[config.mk]
export PLATFORM = sky130hd
export DESIGN_NAME = mmio_uart_tx
export DESIGN_NICKNAME = d
export VERILOG_FILES = /design/src/rtl/uart_pkg.sv /design/src/rtl/sync_fifo.sv /design/src/rtl/mmio_uart_tx.sv
export SDC_FILE = /design/constraint.sdc
export NUM_CORES = 1
export LEC_CHECK = 0
export BUFFER_PORTS_ARGS = -buffer_cell sky130_fd_sc_hd__buf_4
export CORE_MARGIN = 4
export CORE_UTILIZATION = 51
export CTS_CLUSTER_SIZE = 25
export DETAILED_ROUTE_END_ITERATION = 10
export HOLD_SLACK_MARGIN = 0.12
export PLACE_DENSITY_LB_ADDON = 0.05
export SYNTH_ARGS = -nofsm -noshare
export SYNTH_HDL_FRONTEND = slang
export SYNTH_HIERARCHICAL = 1
export SYNTH_SLANG_ARGS = --single-unit
[constraint.sdc]
create_clock -name clk -period 3.6 [get_ports clk]
set_input_delay 1.08 -clock clk [delete_from_list [all_inputs] [get_ports clk]]
set_output_delay 1.08 -clock clk [all_outputs]
set_load 0.05 [all_outputs]
[src/rtl/uart_pkg.sv]
// Shared types and constants for the memory-mapped UART transmitter:
// serialiser state encoding, register offsets and STATUS bit positions.
package uart_pkg;

   typedef enum logic [2:0] {
      IDLE   = 3'd0,
      START  = 3'd1,
      DATA   = 3'd2,
      PARITY = 3'd3,
      STOP   = 3'd4
   } uart_state_e;

   localparam logic [1:0] OFF_TXDATA = 2'd0;
   localparam logic [1:0] OFF_STATUS = 2'd1;
   localparam logic [1:0] OFF_COUNT  = 2'd2;

   localparam int ST_FULL   = 0;
   localparam int ST_EMPTY  = 1;
   localparam int ST_BUSY   = 2;
   localparam int ST_OVF    = 3;
   localparam int ST_PARITY = 4;

endpackage

[src/rtl/sync_fifo.sv]
// Single-clock FIFO with occupancy count; DEPTH must be a power of two so the
// pointers wrap naturally. Storage is not reset, only pointers and count.
module sync_fifo #(
   parameter int WIDTH = 8,
   parameter int DEPTH = 8
) (
   input  logic                     clk,
   input  logic                     reset,
   input  logic                     push,
   input  logic                     pop,
   input  logic [WIDTH-1:0]         wdata,
   output logic [WIDTH-1:0]         rdata,
   output logic                     full,
   output logic                     empty,
   output logic [$clog2(DEPTH):0]   count
);

   localparam int AW = $clog2(DEPTH);
   localparam int CW = AW + 1;

   logic [WIDTH-1:0] mem [DEPTH];
   logic [AW-1:0]    wr_ptr;
   logic [AW-1:0]    rd_ptr;
   logic             push_ok;
   logic             pop_ok;

   assign full    = (count == CW'(DEPTH));
   assign empty   = (count == '0);
   assign push_ok = push & ~full;
   assign pop_ok  = pop & ~empty;
   assign rdata   = mem[rd_ptr];

   always_ff @(posedge clk) begin
      if (push_ok) mem[wr_ptr] <= wdata;
   end

   always_ff @(posedge clk) begin
      if (reset) begin
         wr_ptr <= '0;
         rd_ptr <= '0;
         count  <= '0;
      end else begin
         if (push_ok) wr_ptr <= wr_ptr + AW'(1);
         if (pop_ok)  rd_ptr <= rd_ptr + AW'(1);
         case ({push_ok, pop_ok})
            2'b10:   count <= count + CW'(1);
            2'b01:   count <= count - CW'(1);
            default: count <= count;
         endcase
      end
   end

endmodule

[src/rtl/mmio_uart_tx.sv]
// MMIO UART transmitter: TXDATA/STATUS/COUNT window, TX FIFO, 8N1 serialiser.
// Define UART_PARITY_EN to insert an even-parity bit (11-bit frames).
//
// state  | meaning
// IDLE   | line high, waiting for a queued byte
// START  | start bit (low) for CLK_DIV cycles
// DATA   | 8 data bits, LSB first
// PARITY | even parity of the byte (UART_PARITY_EN only)
// STOP   | stop bit (high); pops the next byte directly into START
module mmio_uart_tx
   import uart_pkg::*;
#(
   parameter logic [31:0] BASE_ADDR  = 32'h0000_4000,
   parameter int          CLK_DIV    = 16,
   parameter int          FIFO_DEPTH = 8
) (
   input  logic        clk,
   input  logic        reset,
   input  logic        MemWrite,
   input  logic [31:0] Mem_WrAddr,
   input  logic [31:0] Mem_WrData,
   output logic        mmio_sel,
   output logic [31:0] mmio_rdata,
   output logic        tx,
   output logic        tx_irq
);

   localparam int          CW          = $clog2(FIFO_DEPTH) + 1;
   localparam logic [15:0] BAUD_RELOAD = 16'(CLK_DIV - 1);

   uart_state_e state, state_nxt;
   logic [7:0]  shift_reg, shift_nxt;
   logic [2:0]  bit_cnt, bit_cnt_nxt;
   logic [15:0] baud_cnt, baud_nxt;
   logic        tx_nxt;
   logic        overflow;
`ifdef UART_PARITY_EN
   logic        parity_reg, parity_nxt;
`endif

   logic [1:0]    offset;
   logic          wr_txdata;
   logic          wr_status;
   logic          push_ok;
   logic          fifo_pop;
   logic          fifo_full;
   logic          fifo_empty;
   logic          empty_nxt;
   logic [7:0]    fifo_rdata;
   logic [CW-1:0] fifo_count;
   logic [31:0]   status;
   logic          baud_done;
   logic          unused_bits;

   assign offset      = Mem_WrAddr[3:2];
   assign mmio_sel    = (Mem_WrAddr[31:4] == BASE_ADDR[31:4]) && (offset != 2'b11);
   assign wr_txdata   = MemWrite & mmio_sel & (offset == OFF_TXDATA);
   assign wr_status   = MemWrite & mmio_sel & (offset == OFF_STATUS);
   assign push_ok     = wr_txdata & ~fifo_full;
   assign baud_done   = (baud_cnt == '0);
   assign unused_bits = ^{Mem_WrAddr[1:0], Mem_WrData[31:8]};

   sync_fifo #(.WIDTH(8), .DEPTH(FIFO_DEPTH)) u_fifo (
      .clk   (clk),
      .reset (reset),
      .push  (wr_txdata),
      .pop   (fifo_pop),
      .wdata (Mem_WrData[7:0]),
      .rdata (fifo_rdata),
      .full  (fifo_full),
      .empty (fifo_empty),
      .count (fifo_count)
   );

   // Post-edge emptiness, so tx_irq is registered yet not a cycle late.
   assign empty_nxt = !push_ok &&
                      ((fifo_count == '0) || ((fifo_count == CW'(1)) && fifo_pop));

   always_comb begin
      status            = '0;
      status[ST_FULL]   = fifo_full;
      status[ST_EMPTY]  = fifo_empty;
      status[ST_BUSY]   = (state != IDLE);
      status[ST_OVF]    = overflow;
`ifdef UART_PARITY_EN
      status[ST_PARITY] = 1'b1;
`endif
   end

   always_comb begin
      mmio_rdata = '0;
      if (mmio_sel) begin
         case (offset)
            OFF_STATUS: mmio_rdata = status;
            OFF_COUNT:  mmio_rdata = 32'(fifo_count);
            default:    mmio_rdata = '0;
         endcase
      end
   end

   always_comb begin
      state_nxt   = state;
      shift_nxt   = shift_reg;
      bit_cnt_nxt = bit_cnt;
      baud_nxt    = baud_cnt;
      fifo_pop    = 1'b0;
`ifdef UART_PARITY_EN
      parity_nxt  = parity_reg;
`endif
      case (state)
         IDLE: begin
            fifo_pop = ~fifo_empty;
         end
         START: begin
            baud_nxt = baud_done ? BAUD_RELOAD : baud_cnt - 16'd1;
            if (baud_done) state_nxt = DATA;
         end
         DATA: begin
            baud_nxt = baud_done ? BAUD_RELOAD : baud_cnt - 16'd1;
            if (baud_done) begin
               shift_nxt = {1'b0, shift_reg[7:1]};
               if (bit_cnt == 3'd7) begin
`ifdef UART_PARITY_EN
                  state_nxt = PARITY;
`else
                  state_nxt = STOP;
`endif
               end else begin
                  bit_cnt_nxt = bit_cnt + 3'd1;
               end
            end
         end
         PARITY: begin
            baud_nxt = baud_done ? BAUD_RELOAD : baud_cnt - 16'd1;
            if (baud_done) state_nxt = STOP;
         end
         STOP: begin
            baud_nxt = baud_done ? BAUD_RELOAD : baud_cnt - 16'd1;
            if (baud_done) begin
               fifo_pop  = ~fifo_empty;
               state_nxt = IDLE;
            end
         end
         default: state_nxt = IDLE;
      endcase

      if (fifo_pop) begin
         shift_nxt   = fifo_rdata;
         bit_cnt_nxt = '0;
         baud_nxt    = BAUD_RELOAD;
         state_nxt   = START;
`ifdef UART_PARITY_EN
         parity_nxt  = ^fifo_rdata;
`endif
      end

      case (state_nxt)
         START:   tx_nxt = 1'b0;
         DATA:    tx_nxt = shift_nxt[0];
`ifdef UART_PARITY_EN
         PARITY:  tx_nxt = parity_nxt;
`endif
         default: tx_nxt = 1'b1;
      endcase
   end

   always_ff @(posedge clk) begin
      if (reset) begin
         state      <= IDLE;
         shift_reg  <= '0;
         bit_cnt    <= '0;
         baud_cnt   <= '0;
         tx         <= 1'b1;
         tx_irq     <= 1'b1;
         overflow   <= 1'b0;
`ifdef UART_PARITY_EN
         parity_reg <= 1'b0;
`endif
      end else begin
         state      <= state_nxt;
         shift_reg  <= shift_nxt;
         bit_cnt    <= bit_cnt_nxt;
         baud_cnt   <= baud_nxt;
         tx         <= tx_nxt;
         tx_irq     <= (state_nxt == IDLE) && empty_nxt;
`ifdef UART_PARITY_EN
         parity_reg <= parity_nxt;
`endif
         // A byte dropped on a full FIFO flags overflow even if a pop coincides.
         if (wr_txdata && fifo_full)
            overflow <= 1'b1;
         else if (wr_status && Mem_WrData[ST_OVF])
            overflow <= 1'b0;
      end
   end

endmodule

==> impl_metrics.yaml, run 1 <==
setup_path:
  worst-r2r-cell-count: 11
  critPathRequiredTime_ns: 2.52
  regToRegEndpoint: "u_fifo/count[3]"
  slowest_delay_ns: 0.20
  ff2ff_setup_slack_ns: 0.42
  critPathKind: "in2out"
  critical_path.n_buffers_inverters: 2
  delay_heaviest_family_cp: "simple AND/OR/NAND/NOR gates"
  timing.critical_path.cells: "buf_4 -> ha_1 -> nor3_1 -> nand4_1 -> nor2_4 -> nand2_1 -> nor2_2 -> buf_4"
  crit_slowest_cell: "buf_4"
  cp-end-kind: "output port"
  crit_fanout: 4
  worst_path_most_repeated_cell: "buf_4"
  critical_path.startpoint_type: "input port"
  r2r_start: "u_fifo/count[0]"
  worst-endpoint-arrival_ns: 2.39
global_routing:
  grt_first_pass_wirelength_um: 15650
  largest_net_degree_at_the_start_of_global_routing: 35
  number_of_antenna_violations_at_the_first_check_in_global_routing: 0
  gr-total-overflow: 0
  grt_pass1_vias: 3063
  grt_usage_pct: 17.32
sta:
  fin_worst_hold_slack_ns: 0.4756
  layout_min_cycle_time_ns: 3.475
  worst_clock_skew_ns: 0.02005
  setup-violations-final: 0
  timing_hold_violations_final: 0
  final.setup.tns_ns: 0
  setup_repair_after_global_routing_missed_its_margin: "no"
  tightestPinTransition_ns: 0.9031
  achievable-frequency_ghz: 0.2878
  final_report_max_slew_violation_count: 0
  post-route-period-util_pct: 96.53
  timing.max_slew.rel_slack_pct: 39.71
hold_path:
  hold_path_end: "shift_reg[7]"
  whs_path_depth: 2
  hold_start: "shift_reg[7]"
  hp-class: "reg2reg"
floorplanning:
  floorplan.die.width_um: 108.6
  total_core_area_mm2: 0.009819
  fp.dieArea_mm2: 0.01178
  chipHeight_um: 108.6
  io-pin-count: 102
  site_row_count: 36
  initial_core_utilization_pct: 52.51
final_layout:
  seqCellArea_mm2: 0.002843
  fillerInstances: 838
  antenna_cells: 0
  syn2layout_area_growth_pct: 13.30
  nets_finish: 555
  largest_reg_flops: 64
  drive_above_1_share_pct: 22.71
  multiInputGateArea_mm2: 0.002101
placed_design:
  io_buffers: 47
  gp_congestion: 0.8096
  final_hpwl_from_detailed_placement_um: 6733
power_and_ir_drop:
  clockPowerShare_pct: 34.7
  cellPowerDensity_mw_per_mm2: 380.5
  power.leakage_uw: 0.002210
  switching_power_uw: 522.1
  ir_drop_worst_vdd_uv: 177.3
  internal_power_uw: 1701
  power_switching_share_pct: 23.49
  finalPower_uw: 2223
  share_comb_of_total_power_pct: 5.6
  p_seq_share_pct: 59.7
logic_synthesis:
  synth_top_cells_by_area: "edfxtp_1 (37%), dfxtp_1 (18%), mux4_1 (7.6%), buf_4 (4.1%), nor2_1 (3.9%)"
  avgSynthCellArea_um2: 12.36
  synth-edff-count: 64
  post_synth_instance_area_mm2: 0.005156
  yosys_warnings: 6
  synthCells: 417
  synthDominantAreaCellType: "edfxtp_1"
  ys_async_sr_fraction_pct: 0
  synth_sequential_area_ratio_pct: 55.13
  postSynth.topFlopCell: "edfxtp_1"
  synth_top_area_share_pct: 37.27
  netlist-cell-type-count: 58
  ys_ff_latch: 110
job:
  max_cap_viol_count: 0
run_status:
  status: "completed"
clock_network:
  cts_inserted_buffers: 9
  cts_tree: "done"
  clock_insertion_delay_worst_skew_ns: 0.37
  cts.clk_slew.worst_paths_ns: 0.09
  ctsRootBufferMaster: "clkbuf_8"
  ctsLongestPathBuffers: 2
  cts-htree-levels: 3
  clock-sinks: 110
detailed_routing:
  antenna_violating_nets_post_route: 0
  post-route-drc-count: 0
  detail_route.iter0.violations: 132
  num_vias: 3221
  detailedRoute.firstPassIterationCount: 4
  post_drt_wl_per_cell_um: 15.65
  routed_via_density: 5.254
  routed_wire_length_um: 9592
## stage by stage
stage / setup WS (ns) / area [um2] / instances / utilization [%]
finish: 0.1251 / 5842 / 613 / 59.49
global route: 0.01182 / 5842 / 613 / 59.49
CTS: 0.1053 / 5821 / 611 / 59.28
detailed placement: 0.02828 / 5607 / 595 / 57.10
global placement: 0.04711 / 5607 / 595 / 57.10
floorplan: -0.06274 / 5275 / 444 / -
## Yosys cell counts (10+ instances only)
| master | count |
|---|---|
| mux2i_1 | 10 |
| edfxtp_1 | 64 |
| ha_1 | 13 |
| a21oi_1 | 15 |
| nor2_1 | 53 |
| xnor2_1 | 10 |
| buf_4 | 28 |
| dfxtp_1 | 46 |
| nor3_1 | 13 |
| nand2_1 | 25 |
| mux4_1 | 15 |
| clkbuf_1 | 11 |
| nor4_1 | 10 |
## per-layer routing
layer / part of all wire [%] / track usage (%) / up-vias
li1: - / - / 1598
met1: 48 / 24.96 / 1580
met2: 48 / 26.92 / 39
met3: 2.9 / 3.463 / 4
met4: 0.66 / 4.509 / 0
met5: 0 / 0 / -
## worst min-delay path: cells and delay by family (launching register included)
family           cells  cell delay (ns)
AND/OR/NAND/NOR      1             0.06
AO/OA/AOI/OAI        1             0.06
flip-flops           1             0.32
## how the worst max path moves through the flow
stage	start	endpoint	slack, ns	cells after the start
after floorplan	Mem_WrAddr[2]	mmio_rdata[0]	-0.06	6
after global placement	Mem_WrAddr[10]	u_fifo/count[2]	0.05	13
after detailed placement	Mem_WrAddr[2]	u_fifo/count[2]	0.03	14
after CTS	Mem_WrAddr[10]	mmio_rdata[1]	0.11	7
after global routing	Mem_WrAddr[2]	mmio_rdata[1]	0.01	8
final	Mem_WrAddr[2]	mmio_rdata[1]	0.13	8
## kinds of logic after synthesis
group	count (synthesis)	share of synthesized area, %
xor gates and xnor gates	19	3.227
other	1	0.07273
adders and majority gates	13	3.155
DFF	110	55.13
buffers and inverters	53	6.552
muxes	36	12.28
and+or+nand+nor	140	14.05
AOI/OAI and AO/OA	45	5.533
## cells in the final DEF (no fill, tap or decap), types with 2 or more instances in the layout
master and count:
nor4_2 2, nor2_2 4, inv_8 2, or2_2 3
mux2_2 9, inv_1 8, a211oi_1 6, nand2_1 25
edfxtp_1 64, nor3_1 13, mux2i_1 10, nor4_1 9
nand2b_1 3, xnor2_1 10, xor2_1 9, clkbuf_8 9
a22oi_1 4, nor2_4 2, o21ai_0 8, or3_1 4
dfxtp_1 46, conb_1 28, buf_4 65, nand4_1 5
mux4_1 15, o31ai_1 2, a21oi_1 15, nor2b_1 3
nor4b_1 2, nand3_1 5, nor2_1 48, ha_1 13
## power groups by stage
stage | clock network [uW] | logic, uW | registers (uW)
6_report | 771 | 125 | 1330
5_1_grt | 852 | 134 | 1330
4_1_cts | 796 | 124 | 1330
3_5_place_dp | 0 | 124 | 1360
3_3_place_gp | 0 | 122 | 1360
2_1_floorplan | 0 | 100 | 1360
## cell type report
cell class | count | share of cell area, %
clock buffer | 10 | 2.185
clock inverter | 6 | 1.478
inverter | 8 | 0.5140
multi-input combinational | 281 | 35.96
sequential | 110 | 48.66
tap | 133 | 2.849
timing repair buffer | 65 | 8.353
## repair_timing
item                                    CTS  global route
endpoints found under the setup margin    0             4
hold buffers                              0             0
buffers inserted                          0             2
resized for setup                         0             1
(Power assumes the default switching activity.)
==> run 2: changes to the inputs <==
Settings changed: BUFFER_PORTS_ARGS -buffer_cell sky130_fd_sc_hd__buf_4 to -buffer_cell sky130_fd_sc_hd__buf_2, CELL_PAD_IN_SITES_DETAIL_PLACEMENT set to 0, CELL_PAD_IN_SITES_GLOBAL_PLACEMENT set to 1, CORE_UTILIZATION 51 to 44.
==> impl_metrics.yaml, run 2 (synthesis results as in run 1) <==
setup_path:
  worst-endpoint-arrival_ns: 2.34
  delay_heaviest_family_cp: "simple AND/OR/NAND/NOR gates"
  timing.critical_path.cells: "buf_2 -> ha_1 -> nor3_1 -> nand4_1 -> nor2_4 -> nand2_2 -> nor2_2 -> clkbuf_4"
  slowest_delay_ns: 0.23
  critical_path.startpoint_type: "input port"
  critical_path.n_buffers_inverters: 2
  crit_fanout: 5
  cp-end-kind: "output port"
  critPathRequiredTime_ns: 2.52
  ff2ff_setup_slack_ns: 0.41
  critPathKind: "in2out"
  crit_slowest_cell: "clkbuf_4"
sta:
  layout_min_cycle_time_ns: 3.423
  achievable-frequency_ghz: 0.2921
  post-route-period-util_pct: 95.09
  tightestPinTransition_ns: 0.9269
  timing.max_slew.rel_slack_pct: 38.12
  setup_repair_after_global_routing_missed_its_margin: "no"
  setup_ws_ns: 0.1768
  setup-violations-final: 0
  final_report_max_slew_violation_count: 0
  timing_hold_violations_final: 0
  worst_clock_skew_ns: 0.01522
final_layout:
  largest_reg_flops: 64
  antenna_cells: 0
  mostFrequentLayoutCells: "edfxtp_1 (64), nor2_1 (48), dfxtp_1 (46)"
  drive_above_1_share_pct: 22.92
  finalNonFillerCells: 623
  layout.cells.most_common: "edfxtp_1"
  fin_area_mm2: 0.005826
  fillerInstances: 1037
  nets_finish: 555
  final_core_utilization_pct: 50.80
  syn2layout_area_growth_pct: 12.98
floorplanning:
  site_row_count: 39
  floorplan.die.width_um: 116.3
  chipHeight_um: 116.3
  initial_core_utilization_pct: 44.96
  io-pin-count: 102
  total_core_area_mm2: 0.01147
  fp.dieArea_mm2: 0.01351
clock_network:
  cts_inserted_buffers: 9
  clock-sinks: 110
  ctsLongestPathBuffers: 2
  cts.clk_slew.worst_paths_ns: 0.07
  cts_tree: "done"
  cts-htree-levels: 3
  clock_insertion_delay_worst_skew_ns: 0.35
  ctsRootBufferMaster: "clkbuf_16"
global_routing:
  grt_first_pass_wirelength_um: 15460
  gr-total-overflow: 0
  grt_usage_pct: 15.17
  grt_pass1_vias: 2993
  largest_net_degree_at_the_start_of_global_routing: 35
  number_of_antenna_violations_at_the_first_check_in_global_routing: 0
detailed_routing:
  routed_via_density: 5.095
  post_drt_wl_per_cell_um: 15.67
  antenna_violating_nets_post_route: 0
  routed_wire_length_um: 9760
  num_vias: 3174
  detail_route.iter0.violations: 139
  detailedRoute.firstPassIterationCount: 5
  post-route-drc-count: 0
placed_design:
  final_hpwl_from_detailed_placement_um: 6823
  gp_congestion: 0.7165
  dp_slack_ns: 0.06014
  detailed_place.area_mm2: 0.005517
  io_buffers: 47
  dp.cells: 607
power_and_ir_drop:
  finalPower_uw: 2417
  cellPowerDensity_mw_per_mm2: 414.9
  power.leakage_uw: 0.002205
  ir_drop_worst_vdd_uv: 367.7
hold_path:
  hp-class: "reg2reg"
job:
  max_cap_viol_count: 0
run_status:
  status: "completed"
==> run 2: area by class of cell <==
type	instances	area, um2	share of cell area, %
Clock buffer	9	225.2	3.866
Inverter	8	30.03	0.5155
Clock inverter	7	71.32	1.224
Sequential cell	110	2843	48.80
Timing Repair Buffer	65	380.4	6.529
Multi-Input combinational cell	281	2097	36.00
Tap cell	143	178.9	3.071
==> run 2: path summary, 6_finish.rpt <==
check	from	end	cells past startpoint
min	overflow	overflow	2
max reg2reg	baud_cnt[0]	u_fifo/count[3]	13
max	Mem_WrAddr[2]	mmio_rdata[3]	8
min reg2reg	overflow	overflow	2
==> run 2: power breakdown <==
part / internal (uW) / switching, uW / leakage (uW)
combinational: 20.3 / 92.1 / 0.00111
clock: 492 / 487 / 0.000145
sequential: 1330 / 0.000000436 / 0.000945
==> run 2: through the flow <==
step / hold WS, ns / setup TNS [ns]
detailed placement: 0.4759 / 0
global route: 0.5124 / 0
CTS: 0.4856 / 0
floorplan: 0.4472 / -0.2910
global placement: 0.4759 / 0
finish: 0.4814 / 0
==> run 2: metal layers <==
metal / share of wire [%] / vias up / global-route usage, % / routed length (um)
li1: - / 1599 / - / -
met1: 47 / 1514 / 20.36 / 4591
met2: 49 / 50 / 24.79 / 4747
met3: 3.1 / 11 / 3.264 / 298
met4: 1.3 / 0 / 4.640 / 122
met5: 0 / - / 0 / 0
==> run 2: tightest hold or removal path, cell delays in order, from the launching register on <==
cell and delay [ns]:
dfxtp_1 0.31, o21ai_0 0.07, a21oi_1 0.06
==> run 2: repair_timing <==
item	4_1_cts	5_1_grt
gates resized for setup	0	5
setup buffers	0	0
setup endpoints to repair	0	4
hold buffers	0	0
